[config.mk]
export PLATFORM = sky130hd
export DESIGN_NAME = bias_update_module
export DESIGN_NICKNAME = d
export VERILOG_FILES = /design/src/rtl/bias_update_module.sv
export SDC_FILE = /design/constraint.sdc
export NUM_CORES = 1
export LEC_CHECK = 0
export BUFFER_PORTS_ARGS = -buffer_cell sky130_fd_sc_hd__buf_2
export CAP_MARGIN = 20
export CORE_MARGIN = 1
export CORE_UTILIZATION = 30
export CTS_BUF_LIST = sky130_fd_sc_hd__clkbuf_4 sky130_fd_sc_hd__clkbuf_8 sky130_fd_sc_hd__clkbuf_16
export DETAILED_ROUTE_END_ITERATION = 6
export GPL_TIMING_DRIVEN = 1
export PLACE_DENSITY_LB_ADDON = 0.1
export SLEW_MARGIN = 10
export SYNTH_ARGS = -nofsm -noshare
export SYNTH_HDL_FRONTEND = slang
export SYNTH_SLANG_ARGS = --single-unit
[constraint.sdc]
create_clock -name clk -period 2.8 [get_ports clk]
set_clock_uncertainty 0.1 [all_clocks]
set_input_delay 0.14 -clock clk [delete_from_list [all_inputs] [get_ports clk]]
set_output_delay 0.14 -clock clk [all_outputs]
set_load 0.005 [all_outputs]
[src/rtl/bias_update_module.sv]
// Bias register bank: read-add-write commit of the accumulator delta on COMMIT_CODE.
// BIAS_UPD_SAT_EN selects a saturating add with a sticky sat_flag; undefined wraps.
module bias_update_module #(
    parameter int                 NUM_BIAS    = 4,
    parameter int                 IDX_W       = 2,
    parameter logic [3:0]         COMMIT_CODE = 4'd10,
    parameter logic signed [15:0] INIT_BIAS   = 16'sd0
) (
    input  logic                    clk,
    input  logic                    rst,
    input  logic [3:0]              step,
    input  logic [3:0]              controller,
    input  logic signed [15:0]      deltab,
    input  logic [IDX_W-1:0]        upd_idx,
    input  logic [IDX_W-1:0]        rd_idx,
    output logic signed [15:0]      rd_bias,
    output logic                    busy,
    output logic                    done,
    output logic                    idx_err,
    output logic                    sat_flag
);

    localparam logic [2:0] S_IDLE  = 3'd0;
    localparam logic [2:0] S_READ  = 3'd1;
    localparam logic [2:0] S_ADD   = 3'd2;
    localparam logic [2:0] S_WRITE = 3'd3;
    localparam logic [2:0] S_DONE  = 3'd4;

    localparam logic [IDX_W:0] NB = (IDX_W + 1)'(NUM_BIAS);

`ifdef BIAS_UPD_SAT_EN
    localparam int SW = 17;
`else
    localparam int SW = 16;
`endif

    logic [2:0]               state;
    logic [2:0]               nxt;
    logic                     ctl_q;
    logic                     code_hit;
    logic                     trig;
    logic                     i_bad;
    logic [IDX_W-1:0]         i_q;
    logic signed [15:0]       d_q;
    logic signed [15:0]       b_q;
    logic signed [15:0]       b_rd;
    logic signed [15:0]       rd_mux;
    logic signed [15:0]       res;
    logic signed [SW-1:0]     s_q;
    logic signed [15:0]       bias [NUM_BIAS];

    assign code_hit = (controller == COMMIT_CODE);
    assign trig     = code_hit && !ctl_q && (step != 4'd1);
    assign i_bad    = ({1'b0, i_q} >= NB);

    always_comb begin
        nxt = S_IDLE;
        unique case (state)
            S_IDLE:  nxt = trig ? S_READ : S_IDLE;
            S_READ:  nxt = S_ADD;
            S_ADD:   nxt = S_WRITE;
            S_WRITE: nxt = S_DONE;
            S_DONE:  nxt = S_IDLE;
            default: nxt = S_IDLE;
        endcase
    end

    // Out-of-range indices read as zero and match no register on write.
    always_comb begin
        b_rd = 16'sd0;
        for (int k = 0; k < NUM_BIAS; k++) begin
            if (i_q == IDX_W'(k)) begin
                b_rd = bias[k];
            end
        end
    end

    always_comb begin
        rd_mux = 16'sd0;
        for (int k = 0; k < NUM_BIAS; k++) begin
            if (rd_idx == IDX_W'(k)) begin
                rd_mux = bias[k];
            end
        end
    end

`ifdef BIAS_UPD_SAT_EN
    logic sat;

    // Bits 16 and 15 disagree only when the 17-bit sum left the Q6.10 range.
    always_comb begin
        sat = 1'b0;
        res = s_q[15:0];
        if (s_q[16] != s_q[15]) begin
            sat = 1'b1;
            res = s_q[16] ? 16'sh8000 : 16'sh7FFF;
        end
    end

    always_ff @(posedge clk or negedge rst) begin
        if (!rst) begin
            sat_flag <= 1'b0;
        end else if (state == S_WRITE && sat) begin
            sat_flag <= 1'b1;
        end else if (step == 4'd1) begin
            sat_flag <= 1'b0;
        end
    end
`else
    assign res      = s_q;
    assign sat_flag = 1'b0;
`endif

    always_ff @(posedge clk or negedge rst) begin
        if (!rst) begin
            state   <= S_IDLE;
            busy    <= 1'b0;
            done    <= 1'b0;
            idx_err <= 1'b0;
            ctl_q   <= 1'b0;
            i_q     <= '0;
            d_q     <= 16'sd0;
            b_q     <= 16'sd0;
            s_q     <= '0;
        end else begin
            state   <= nxt;
            busy    <= (nxt != S_IDLE);
            done    <= (nxt == S_DONE);
            idx_err <= (nxt == S_DONE) && i_bad;
            ctl_q   <= code_hit;
            if (state == S_IDLE && trig) begin
                d_q <= deltab;
                i_q <= upd_idx;
            end
            if (state == S_READ) begin
                b_q <= b_rd;
            end
            if (state == S_ADD) begin
                s_q <= SW'(b_q) + SW'(d_q);
            end
        end
    end

    always_ff @(posedge clk or negedge rst) begin
        if (!rst) begin
            for (int k = 0; k < NUM_BIAS; k++) begin
                bias[k] <= INIT_BIAS;
            end
            rd_bias <= INIT_BIAS;
        end else begin
            for (int k = 0; k < NUM_BIAS; k++) begin
                if (state == S_WRITE && i_q == IDX_W'(k)) begin
                    bias[k] <= res;
                end
            end
            rd_bias <= rd_mux;
        end
    end

endmodule

==> results of run 1 <==
sequential cells by signal (all words and copies together) (netlist names):
name	count
ctl_q	1
b_q	16
d_q	16
i_q	2
bias	64
res	16
state	3
rd_bias	16
busy	1
done	1
logic make-up after synthesis:
family / share of synthesized area
AO/OA/AOI/OAI: 0.05081
XOR/XNOR: 0.01213
adder cells (fa/ha/maj): 0.03195
buffers and inverters: 0.02406
flip-flops: 0.5235
multiplexers: 0.2879
other: 0.0005768
AND/OR/NAND/NOR: 0.06909
per-layer routing:
metal	GRT usage	part of all wire
met1	0.1976	0.46
met2	0.2486	0.49
met3	0.03761	0.032
met4	0.05765	0.017
met5	0	0
power by group:
group	switching [W]	leakage (nW)	internal, W
Clock	0.000816	0.290	0.00135
Sequential	0.000701	1.79	0.00287
Combinational	0.00163	1.58	0.00182
Total	0.00315	3.66	0.00604
layout make-up:
cell class                      instances  area, um^2  share of cell area
Inverter                                1       3.754           0.0004785
Sequential cell                       136        3403              0.4339
Clock buffer                           21       461.7             0.05886
Multi-Input combinational cell        295        2950              0.3761
Timing Repair Buffer                   83       576.8             0.07354
Tap cell                              275       344.1             0.04387
Clock inverter                         10       103.9             0.01324
worst max-delay path, cell delays in order (launching register included):
cell	delay, ns
dfrtp_1	0.38
ha_1	0.24
fa_1	0.44
a211oi_1	0.44
o211ai_1	0.23
a41oi_1	0.27
xor2_1	0.18
o21ai_0	0.09
synth_stat cells, drive strengths merged (2+ instances only):
master	count	area [um^2]
nand3	9	50.05
and2	2	16.27
xnor2	2	17.52
and3	2	12.51
o31a	2	17.52
dfrtp	136	3403
nor4	2	12.51
mux2	98	1141
o21a	2	15.01
ha	15	187.7
nand4	5	31.28
buf	20	133.9
a21o	2	15.01
o21ai	15	75.07
or3	2	12.51
xor2	7	61.31
o31ai	2	15.01
clkbuf	5	18.77
nor2	17	71.32
nor3b	3	38.79
a211oi	3	22.52
nand2	33	123.9
a21boi	3	22.52
mux4	32	720.7
a21oi	16	80.08
worst paths after layout:
kind	startpoint	endpoint	slack, ns
worst min register to register	b_q[8]	b_q[8]	0.41
worst max register to register	d_q[0]	res[10]	0.31
worst min-delay path	controller[2]	busy	0.19
worst max-delay path	d_q[0]	res[10]	0.31
min in group asynchronous	rst	bias[44]	0.20
max in group asynchronous	rst	bias[40]	1.60
layout by cell type (no fill, tap or decap), types with 2 or more instances in the layout:
cell type      instances
mux2_2                88
nor4_1                 2
buf_2                 46
ha_1                  15
bufinv_16              2
o31ai_1                2
nand2_1               33
mux2_4                10
xor2_1                 7
dfrtp_1              136
and3_1                 2
nor3b_2                2
a211oi_1               3
conb_1                 2
clkbuf_16             17
nand4_1                5
buf_4                 14
clkbuf_4               3
o21a_1                 2
or3_1                  2
o21ai_0               14
a21o_1                 2
xnor2_1                2
o31a_1                 2
clkinv_2               7
nor2_1                16
a21oi_1               16
dlygate4sd3_1         21
mux4_2                32
nand3_1                8
a21boi_0               2
per-stage QoR:
stage	std cells	cell area [um^2]	worst slack [ns]	utilization	total power (W)
detailed placement	769	7068	0.3125	0.3341	0.007085
finish	821	7844	0.3075	0.3708	0.009187
floorplan	457	6505	0.6237	-	0.005914
global placement	769	7068	0.3718	0.3341	0.007016
global route	821	7844	0.1252	0.3708	0.009824
CTS	821	7844	0.3003	0.3708	0.009334
repair_timing:
item                                   CTS  global route
endpoints found under the hold margin   83             0
setup buffers                            0             0
hold buffers                            21             0
==> metrics.md, run 1 <==
| Metric | Value |
|---|---|
| Clk_lat worst skew | `0.41 ns` |
| Core ar. | `21150 um^2` |
| Largest net degree at the start of global routing | `69` |
| Final Cycle Share | `0.8902` |
| FP Rows | `53` |
| Initial Util | `0.3073` |
| DIE HEIGHT | `149.2 um` |
| Ys Warns | `0` |
| Final-report setup violation count | `0` |
| # nets final | `580` |
| Minimum clock period | `2.492 ns` |
| Initial antenna violation count | `0` |
| Routed WL | `15740 um` |
| Worst Path Max Fanout | `3` |
| Critical Path Start Type | `flop` |
| Final Hold Viols | `0` |
| Vias | `4026` |
| Pleak | `3.664 nW` |
| Worst-path clk slew | `0.06 ns` |
| H-tree depth | `4` |
| Crit. End Element | `flop` |
| Vias in the first global route | `4213` |
| Root buf cell | `clkbuf_16` |
| Clk sink count | `136` |
| CTS tree | `built` |
| Sequential share of the synthesized area | `0.5235` |
| Buffers added on ports | `47` |
| Top Ports | `50` |
| Max-slew headroom | `0.5432` |
| Primary FF master, synth | `dfrtp_1` |
| Critical Path AT | `2.69 ns` |
| Layout cells sized above 1 | `0.4286` |
| Routed vias/inst | `4.904` |
| First-pass GRT wire length | `24870 um` |
| Final ANT Viol Nets | `0` |
| Post-DP HPWL | `10600 um` |
| Setup tns final | `0 ns` |
| Worst R2R Path Depth | `7` |
| # fillers | `2021` |
| DRT Pass-1 Iters | `4` |
| Mapped Avg Cell Area | `14.26 um^2` |
| Hold Path Class | `in -> reg` |
| Register bit total from synthesis | `136` |
| Total track usage | `0.1534` |
| Antenna diode count | `0` |
| GRT overflow | `0` |
| Die width | `149.2 um` |
| Asr flop ratio synth | `1.000` |
| Hold WS | `0.1851 ns` |
| Synthesized instance count | `456` |
| Post_cts resized | `0` |
| Initial DRC Count | `160` |
| GP Congestion | `0.7798` |
| Worst-margin pin slew | `0.6851 ns` |
| Slew Viols, Final | `0` |
| Crit Path Class | `reg -> reg` |
| Die area | `22260 um^2` |
| Num CTS Buffers | `17` |
| Synthesized area | `6501 um^2` |
| RSZ-0062 raised after global routing | `no` |
| Synth unique cells | `57` |
| DR DRC count | `0` |
| Post-synth EDFFs | `0` |
| Status | `completed` |
| WL per Instance | `19.18 um` |
| Worst Hold Depth | `5` |
| Max cap viols | `0` |
| Fmax | `0.4012 GHz` |
| Maximum buffer depth of the clock tree | `2` |
| WP data required | `2.99 ns` |
| Area delta synth->final | `20.65%` |
| Pwr dens | `1171 nW/um^2` |
| VDD IR max | `0.4844 mV` |
Power figures use the tool's default switching activity.
==> inputs of run 2 (changes only) <==
--- a/config.mk
+++ b/config.mk
@@ -6,12 +6,9 @@
 export NUM_CORES = 1
 export LEC_CHECK = 0
 export BUFFER_PORTS_ARGS = -buffer_cell sky130_fd_sc_hd__buf_2
-export CAP_MARGIN = 20
 export CORE_MARGIN = 1
 export CORE_UTILIZATION = 30
-export CTS_BUF_LIST = sky130_fd_sc_hd__clkbuf_4 sky130_fd_sc_hd__clkbuf_8 sky130_fd_sc_hd__clkbuf_16
 export DETAILED_ROUTE_END_ITERATION = 6
-export GPL_TIMING_DRIVEN = 1
 export PLACE_DENSITY_LB_ADDON = 0.1
 export SLEW_MARGIN = 10
 export SYNTH_ARGS = -nofsm -noshare
==> run 2 against run 1 <==
Effect of this change: clock power about the same; highest routed layer unchanged; count of clock-buffer cells in the layout unchanged; combinational power about the same; routed wire length barely moved; sequential cell count is the same; sequential power about the same; non-clock buffer count unchanged.
==> metrics.md, run 2 (same netlist as run 1, synthesis figures left out) <==
| Metric | Value |
|---|---|
| DRT Pass-1 Iters | `4 (unchanged)` |
| Root buf cell | `clkbuf_16 (unchanged)` |
| Crit Path Class | `reg -> reg (unchanged)` |
| Antenna diode count | `0 (unchanged)` |
| Proportion of power drawn by the clock network | `0.233 (was 0.235)` |
| Final Hold Viols | `0 (unchanged)` |
| Most common cell after layout, fill and taps aside | `dfrtp_1 (unchanged)` |
| Critical Path AT | `2.68 ns (was 2.69 ns)` |
| Initial antenna violation count | `0 (unchanged)` |
| RSZ-0062 raised after global routing | `no (unchanged)` |
| Pleak | `3.654 nW (was 3.664 nW)` |
| Part of the power in registers | `0.390 (was 0.389)` |
| # fillers | `2025 (was 2021)` |
| Commonest non-fill, non-tap cells in the layout | `136 x dfrtp_1, 88 x mux2_2, 46 x buf_2 (unchanged)` |
| Worst-margin pin slew | `0.6864 ns (was 0.6851 ns)` |
| Area delta synth->final | `20.48% (was 20.65%)` |
| FP Rows | `53 (unchanged)` |
| Largest net degree at the start of global routing | `69 (unchanged)` |
| Fmax | `0.4026 GHz (was 0.4012 GHz)` |
| WP data required | `2.99 ns (about the same)` |
| Die width | `149.2 um (unchanged)` |
| Reg-to-Reg End | `res[10] (unchanged)` |
| Setup tns final | `0 ns (unchanged)` |
| DIE HEIGHT | `149.2 um (unchanged)` |
| Worst R2R Path Depth | `7 (unchanged)` |
| Biggest register | `bias (unchanged)` |
| Total track usage | `0.1532 (was 0.1534)` |
| Slew Viols, Final | `0 (unchanged)` |
| Initial DRC Count | `155 (was 160)` |
| Worst Path Max Fanout | `3 (unchanged)` |
| R2R Path Start | `d_q[0] (unchanged)` |
| Pwr dens | `1170 nW/um^2 (was 1171 nW/um^2)` |
| Final Cycle Share | `0.8871 (was 0.8902)` |
| Post_cts resized | `0 (unchanged)` |
| Crit. Startpoint | `d_q[0] (unchanged)` |
| Num CTS Buffers | `17 (unchanged)` |
| Max cap viols | `0 (unchanged)` |
| Logic pwr share | `0.376 (was 0.375)` |
| Sw frac | `0.3439 (was 0.3424)` |
| Max-slew headroom | `0.5424 (was 0.5432)` |
| First-pass GRT wire length | `24850 um (was 24870 um)` |
| Minimum clock period | `2.484 ns (was 2.492 ns)` |
| GP Congestion | `0.7798 (unchanged)` |
| Critical Path Start Type | `flop (unchanged)` |
| Top Ports | `50 (unchanged)` |
| Hold Path Class | `in -> reg (unchanged)` |
| Post-DP HPWL | `10600 um (unchanged)` |
| VDD IR max | `0.4837 mV (was 0.4844 mV)` |
| Crit. End Element | `flop (unchanged)` |
| Clk sink count | `136 (unchanged)` |
| Design Power | `0.009162 W (was 0.009187 W)` |
| Worst Hold Depth | `5 (unchanged)` |
| Routed vias/inst | `4.909 (was 4.904)` |
| Maximum buffer depth of the clock tree | `2 (unchanged)` |
| Flop-to-flop setup slack | `0.32 ns (was 0.31 ns)` |
| WL per Instance | `19.16 um (was 19.18 um)` |
| CTS tree | `built (unchanged)` |
| DR DRC count | `0 (unchanged)` |
| Layout cells sized above 1 | `0.4231 (was 0.4286)` |
| Crit path capture | `res[10] (unchanged)` |
| Final-report setup violation count | `0 (unchanged)` |
| Status | `completed (unchanged)` |
| Int Pwr | `0.006011 W (was 0.006041 W)` |
| Vias in the first global route | `4219 (was 4213)` |
| Core ar. | `21150 um^2 (unchanged)` |
| Routed WL | `15730 um (was 15740 um)` |
| H-tree depth | `4 (unchanged)` |
| GRT overflow | `0 (unchanged)` |
| Final ANT Viol Nets | `0 (unchanged)` |
| Initial Util | `0.3073 (unchanged)` |
| Net Sw Power | `0.003151 W (was 0.003146 W)` |
| Vias | `4030 (was 4026)` |
| Buffers added on ports | `47 (unchanged)` |
| Largest register FFs | `64 (unchanged)` |
| Die area | `22260 um^2 (unchanged)` |
| # nets final | `580 (unchanged)` |
| Clk_lat worst skew | `0.41 ns (about the same)` |
| Worst-path clk slew | `0.06 ns (about the same)` |
-- run 2: cell counts in the layout (fill, tap and decap cells not counted) --
Identical to the previous run, type by type.
-- run 2: layout make-up --
| class | count | area, um^2 | area share |
|---|---|---|---|
| Multi-Input combinational cell | 295 | 2950 | 0.3767 |
| Inverter | 1 | 3.754 | 0.0004792 |
| Timing Repair Buffer | 83 | 576.8 | 0.07364 |
| Sequential cell | 136 | 3403 | 0.4345 |
| Clock buffer | 21 | 450.4 | 0.05751 |
| Clock inverter | 10 | 103.9 | 0.01326 |
| Tap cell | 275 | 344.1 | 0.04393 |
-- run 2: power by group through the flow --
stage	registers, W	logic (W)	clock network, W
global placement	0.00357	0.00345	0
detailed placement	0.00361	0.00347	0
CTS	0.00359	0.00351	0.00221
floorplan	0.00334	0.00257	0
finish	0.00358	0.00345	0.00214
global route	0.00372	0.00379	0.00229
-- run 2: repair_timing --
item,in CTS,in global routing
hold buffers,21,0
endpoints found under the hold margin,83,0
setup buffers,0,0
-- run 2: per-layer routing --
layer / track usage / share of wire / vias to the layer above
met2: 0.2479 / 0.49 / 87
li1: - / - / 1848
met5: 0 / 0 / -
met4: 0.05765 / 0.018 / 0
met1: 0.1976 / 0.45 / 2083
met3: 0.03761 / 0.039 / 12
-- run 2: worst min path at each step --
stage                             start     endpoint  slack [ns]
after global placement              rst   rd_bias[9]        0.09
after CTS                 controller[2]     state[0]        0.19
after detailed placement            rst  rd_bias[12]        0.09
after floorplan                     rst       b_q[0]       -0.26
after global routing          rd_idx[1]   rd_bias[9]        0.23
final                     controller[2]         busy        0.19
-- run 2: stage by stage --
stage | cells | utilization | instance area [um^2] | setup WS [ns] | hold WS (ns)
finish | 821 | 0.3703 | 7833 | 0.3161 | 0.1871
global route | 821 | 0.3703 | 7833 | 0.1252 | 0.2302
CTS | 821 | 0.3703 | 7833 | 0.3003 | 0.1950
detailed placement | 769 | 0.3341 | 7068 | 0.3125 | 0.09377
global placement | 769 | 0.3341 | 7068 | 0.3718 | 0.08552
floorplan | 457 | - | 6505 | 0.6237 | -0.2556
-- run 2: critical path, cell delays in order (launching register included) --
cell and delay [ns]:
dfrtp_1 0.38, ha_1 0.24, fa_1 0.44, a211oi_1 0.44, o211ai_1 0.23, a41oi_1 0.27, xor2_1 0.18, o21ai_0 0.09
